### src/rtl/instr_program_memory.sv
// Instruction program memory: NUM_PROGS regions of PROG_SIZE words, loaded by a
// streaming write port and read by a one-cycle-latency fetch port bounded by each region's loaded length.
module instr_program_memory #(
    parameter int DATA_W = 32,
    parameter int OFFS_W = 4,
    parameter int PROG_W = 2
) (
    input  logic              clock,
    input  logic              reset_n,
    input  logic              load_start,
    input  logic [PROG_W-1:0] load_prog,
    input  logic              load_valid,
    input  logic [DATA_W-1:0] load_data,
    input  logic              load_last,
    output logic              load_ready,
    output logic              load_ovf,
    input  logic [PROG_W-1:0] prog_sel,
    input  logic              fetch_req,
    input  logic [OFFS_W-1:0] fetch_addr,
    output logic              fetch_ready,
    output logic [DATA_W-1:0] instr,
    output logic              instr_valid,
    output logic              fetch_err
);

    localparam int PROG_SIZE = 2 ** OFFS_W;
    localparam int NUM_PROGS = 2 ** PROG_W;
    localparam int DEPTH     = NUM_PROGS * PROG_SIZE;
    localparam int ADDR_W    = PROG_W + OFFS_W;
    localparam logic [OFFS_W:0] FULL_LEN = (OFFS_W + 1)'(PROG_SIZE);

    typedef enum logic {
        IDLE = 1'b0,
        LOAD = 1'b1
    } state_t;

    state_t              state_q, state_d;
    logic [ADDR_W-1:0]   wr_ptr_q, wr_ptr_d;
    logic [PROG_W-1:0]   cur_prog_q, cur_prog_d;
    logic [OFFS_W:0]     len_q [NUM_PROGS];
    logic [OFFS_W:0]     len_d [NUM_PROGS];
    logic                load_ovf_q, load_ovf_d;
    logic [DATA_W-1:0]   instr_q, instr_d;
    logic                instr_valid_q, instr_valid_d;
    logic                fetch_err_q, fetch_err_d;

    logic [DATA_W-1:0]   mem [DEPTH];
    logic                mem_we;

    logic                cur_full;
    logic                fetch_accept;
    logic                fetch_in_range;

    assign cur_full       = (len_q[cur_prog_q] == FULL_LEN);
    assign load_ready     = (state_q == LOAD) && !cur_full;
    assign fetch_ready    = (state_q == IDLE);
    assign fetch_accept   = fetch_req && fetch_ready;
    // Fetch bound uses the pre-update lengths, so a same-cycle load_start cannot affect it.
    assign fetch_in_range = ({1'b0, fetch_addr} < len_q[prog_sel]);

    assign load_ovf    = load_ovf_q;
    assign instr       = instr_q;
    assign instr_valid = instr_valid_q;
    assign fetch_err   = fetch_err_q;

    always_comb begin
        state_d       = state_q;
        wr_ptr_d      = wr_ptr_q;
        cur_prog_d    = cur_prog_q;
        load_ovf_d    = load_ovf_q;
        mem_we        = 1'b0;
        for (int i = 0; i < NUM_PROGS; i++) begin
            len_d[i] = len_q[i];
        end

        case (state_q)
            IDLE: begin
                if (load_start) begin
                    state_d          = LOAD;
                    cur_prog_d       = load_prog;
                    wr_ptr_d         = {load_prog, {OFFS_W{1'b0}}};
                    len_d[load_prog] = '0;
                end
            end
            LOAD: begin
                if (load_valid) begin
                    // After the last slot wr_ptr rolls over, but a full region is never written again.
                    if (!cur_full) begin
                        mem_we            = 1'b1;
                        wr_ptr_d          = wr_ptr_q + 1'b1;
                        len_d[cur_prog_q] = len_q[cur_prog_q] + 1'b1;
                    end else begin
                        load_ovf_d = 1'b1;
                    end
                    if (load_last) begin
                        state_d = IDLE;
                    end
                end
            end
            default: state_d = IDLE;
        endcase
    end

    always_comb begin
        instr_d       = instr_q;
        instr_valid_d = fetch_accept;
        fetch_err_d   = fetch_accept && !fetch_in_range;
        if (fetch_accept) begin
            instr_d = fetch_in_range ? mem[{prog_sel, fetch_addr}] : '0;
        end
    end

    always_ff @(posedge clock or negedge reset_n) begin
        if (!reset_n) begin
            state_q       <= IDLE;
            wr_ptr_q      <= '0;
            cur_prog_q    <= '0;
            load_ovf_q    <= 1'b0;
            instr_q       <= '0;
            instr_valid_q <= 1'b0;
            fetch_err_q   <= 1'b0;
            for (int i = 0; i < NUM_PROGS; i++) begin
                len_q[i] <= '0;
            end
        end else begin
            state_q       <= state_d;
            wr_ptr_q      <= wr_ptr_d;
            cur_prog_q    <= cur_prog_d;
            load_ovf_q    <= load_ovf_d;
            instr_q       <= instr_d;
            instr_valid_q <= instr_valid_d;
            fetch_err_q   <= fetch_err_d;
            for (int i = 0; i < NUM_PROGS; i++) begin
                len_q[i] <= len_d[i];
            end
        end
    end

    // Storage is deliberately outside reset; cleared lengths make stale words unreachable.
    always_ff @(posedge clock) begin
        if (mem_we) begin
            mem[wr_ptr_q] <= load_data;
        end
    end

endmodule

### config.mk
export PLATFORM = sky130hd
export DESIGN_NAME = instr_program_memory
export DESIGN_NICKNAME = d
export VERILOG_FILES = /design/src/rtl/instr_program_memory.sv
export SDC_FILE = /design/constraint.sdc
export NUM_CORES = 2
export LEC_CHECK = 0
export BUFFER_PORTS_ARGS = -buffer_cell sky130_fd_sc_hd__buf_2
export CAP_MARGIN = 20
export CORE_MARGIN = 5
export CORE_UTILIZATION = 55
export CTS_BUF_LIST = sky130_fd_sc_hd__clkbuf_16
export CTS_CLUSTER_DIAMETER = 40
export DETAILED_ROUTE_END_ITERATION = 10
export PLACE_DENSITY = 0.72
export SYNTH_ARGS = -nofsm -noshare
export SYNTH_HDL_FRONTEND = slang
export SYNTH_SLANG_ARGS = --single-unit
### constraint.sdc
create_clock -name clock -period 5.9 [get_ports clock]
set_input_delay 0 -clock clock [delete_from_list [all_inputs] [get_ports clock]]
set_output_delay 0 -clock clock [all_outputs]
set_load 0.02 [all_outputs]
==> flow_metrics.py <==
metrics = {
    "place": {
        "gp_congestion": 0.885,
        "portBuffers": 82,
        "placed_area_um2": 85400,
        "dp_hpwl_um": 131000,
        "dp_slack_ps": 1830,
    },
    "route": {
        "route.met3.wl_um": 30500,
        "drc_errors": 0,
        "top_layer": "met5",
        "drt-vias-per-instance": 6.72,
        "drt_pass1_iterations": 5,
        "wl_met2_um": 100000,
        "drtAntennaViolNets": 0,
        "vias": 42500,
        "wl_met1_um": 81000,
        "routed_wl_um": 218000,
        "wire_per_inst_um": 34.4,
        "dr.first_iter.drc_count": 6376,
    },
    "timing": {
        "fin_crit_sh_pct": 70.6,
        "setup_viol": 0,
        "tightest_slew_ps": 1140,
        "fin_crit_ps": 4170,
        "worst_slack_ps": 1730,
        "slew_headroom_pct": 24.1,
        "setup_tns_ps": 0,
        "hold_viol": 0,
        "drv_slew": 0,
        "max_freq_mhz": 240,
        "rsz0062_at_grt": "no",
        "finalClockSkew_ps": 58.3,
    },
    "cts": {
        "clock-sinks": 2112,
        "cts_buffer_depth": 3,
        "clock_latency_ps": 860,
        "cts_tree": "done",
        "root_buffer": "clkbuf_16",
        "cts_buffers": 232,
        "clkTransAtPathRegs_ps": 60,
        "cts_max_level": 4,
    },
    "hold_path": {
        "min_path_type": "input pin to flip-flop",
    },
    "setup_path": {
        "crit_path_start_kind": "flip-flop",
        "path_cells": "mux4_2, inv_1, ha_1, and4bb_4, or2_1, nor2_2, nand3_1, buf_4, nor2_4, buf_4",
        "worst_ep_required_time_ps": 6360,
        "cp_slowest_cell": "dfrtp_1",
        "cp-end-kind": "flip-flop",
        "cpPeakStageDelay_ps": 710,
        "critPathMaxFanout": 32,
        "path_class": "flip-flop to flip-flop",
        "cp_common_cell": "buf_4",
        "arrival_ps": 4630,
    },
    "run_status": {
        "outcome": "finished, final reports clean",
    },
    "pwr": {
        "ir_worst_vdd_mv": 0.262,
        "powerDensity_nw_per_um2": 360,
        "leakagePower_nw": 30.5,
    },
    "grt": {
        "grt_pass1_wl_um": 311000,
        "grt_overflow": 0,
        "grt_max_degree": 93,
        "grtUsageTotal_pct": 27.9,
        "grt_pass1_vias": 41900,
        "antenna_found_initial": 12,
    },
    "synth": {
        "synth_top_flop_cell": "edfxtp_1",
        "synth_cells": 3885,
        "postSynthNetCount": 3937,
        "ys_types": 70,
        "async_reset_ff_share_pct": 3.03,
        "synth_edf_count": 2048,
        "yosys_warnings": 0,
        "syn_avg_cell_area_um2": 21.1,
        "syn_area_um2": 81800,
        "synth-seq-cells": 2112,
        "ys_seq_area_share_pct": 77.1,
    },
    "die": {
        "die_h_um": 396,
        "core_area_um2": 148000,
        "fp.dieArea_um2": 157000,
        "initial_core_util_pct": 55.3,
        "ios": 83,
        "rows": 141,
        "dieWidth_um": 396,
    },
    "cells_and_area": {
        "areaGrowthSynthToFinish_pct": 14.6,
        "final_area_um2": 93700,
        "fillers": 9707,
        "nNetsFinal": 4248,
        "drive_gt1_share_pct": 26.4,
    },
    "flow_run": {
        "max_cap_violations": 0,
    },
}
==> placed cells by master, fill, tap and decap left out, drive strengths merged, types with 36 or more instances in the layout <==
cell,netlist,layout
clkbuf,47,236
a21oi,40,40
a22oi,92,92
mux2,38,38
dfrtp,64,64
edfxtp,2048,2048
dlygate4sd3,0,50
nand3,67,67
mux4,420,420
nor2,118,118
buf,172,246
nand2,106,106
clkinv,0,85
mux2i,257,257
inv,11,74
o21ai,36,36
o22ai,52,52
==> critical path: cells and delay by family, from the launching register on <==
family | cells | cell delay, ps
AND/OR/NAND/NOR | 5 | 1410
buffers and inverters | 3 | 980
flip-flops | 1 | 710
multiplexers | 1 | 370
adder cells (fa/ha/maj) | 1 | 220
==> final timing paths <==
check | to | from | cells after the start | slack (ps)
worst max-delay path | mem[43][29] | cur_prog_q[0] | 10 | 1730
worst min-delay path | instr[10] | fetch_addr[2] | 5 | 60
worst max register to register | mem[43][29] | cur_prog_q[0] | 10 | 1730
worst min register to register | load_ovf | load_ovf | 1 | 500
max in group asynchronous | fetch_err | reset_n | 4 | 4590
min in group asynchronous | len_q[6] | reset_n | 4 | 450
==> layer usage <==
metal | global-route usage [%] | vias to the layer above
met4 | 7.89 | 6
met2 | 41.8 | 3108
met3 | 8.36 | 376
met1 | 40.7 | 22100
li1 | - | 17000
met5 | 0 | -
==> registers in the layout, summed over array words and instances, names as in the netlist <==
register / count
load_ovf: 1
instr_valid: 1
fetch_err: 1
mem: 2048
instr: 32
state_q: 1
wr_ptr_q: 6
len_q: 20
cur_prog_q: 2
==> cells by family (layout without fill, tap and decap cells) <==
kind of cell	after synthesis	after routing	share of synthesized area, %
other	0	4	0
xor gates and xnor gates	4	4	0.0428
muxes	715	715	15.2
buffers and inverters	230	738	1.56
and+or+nand+nor	438	438	2.59
adders and majority gates	6	6	0.0918
DFF	2112	2112	77.1
AOI/OAI and AO/OA	380	380	3.35
==> report_power, final <==
group	leakage, nW	switching (mW)	internal (mW)
Clock	3.88	6.05	8.39
Sequential	19.3	0.228	16.8
Combinational	7.38	1.56	0.761
Total	30.5	7.83	25.9
==> synth_stat cells, types with 47 or more instances <==
master | instances | area share (%)
a22oi_1 | 92 | 0.84
buf_2 | 88 | 0.54
buf_4 | 61 | 0.56
clkbuf_1 | 47 | 0.22
dfrtp_1 | 64 | 2.0
edfxtp_1 | 2048 | 75
mux2i_1 | 257 | 3.1
mux4_2 | 420 | 12
nand2_1 | 106 | 0.49
nand3_1 | 67 | 0.41
nor2_1 | 116 | 0.53
o22ai_1 | 52 | 0.40
==> stage by stage <==
stage	power (mW)	instances	util [%]	hold slack [ps]
6_report	33.8	6327	63.4	58.6
5_1_grt	34.7	6323	63.4	82.4
4_1_cts	33.9	6321	63.4	16.6
3_5_place_dp	19.6	5840	57.8	-123
3_3_place_gp	19.5	5834	57.7	-123
2_1_floorplan	18.4	3885	-	-296
==> timing repair <==
| item | CTS | global route |
|---|---|---|
| setup buffers | 0 | 0 |
| gates resized for setup | 0 | 0 |
| endpoints found under the setup margin | 0 | 0 |
| hold buffers | 50 | 0 |
| hold endpoints to repair | 2165 | 0 |
==> cell type report <==
cell class | instances | area, um2 | share of cell area [%]
clock inverters | 195 | 1860 | 1.98
well taps | 1930 | 2410 | 2.58
repair buffers | 296 | 2450 | 2.61
diodes | 4 | 10.0 | 0.0107
multi-input cells | 1543 | 18000 | 19.2
clock buffers | 236 | 5910 | 6.30
flip-flops and latches | 2112 | 63100 | 67.3
inverters | 11 | 41.3 | 0.0440
Power figures use the tool's default switching activity.
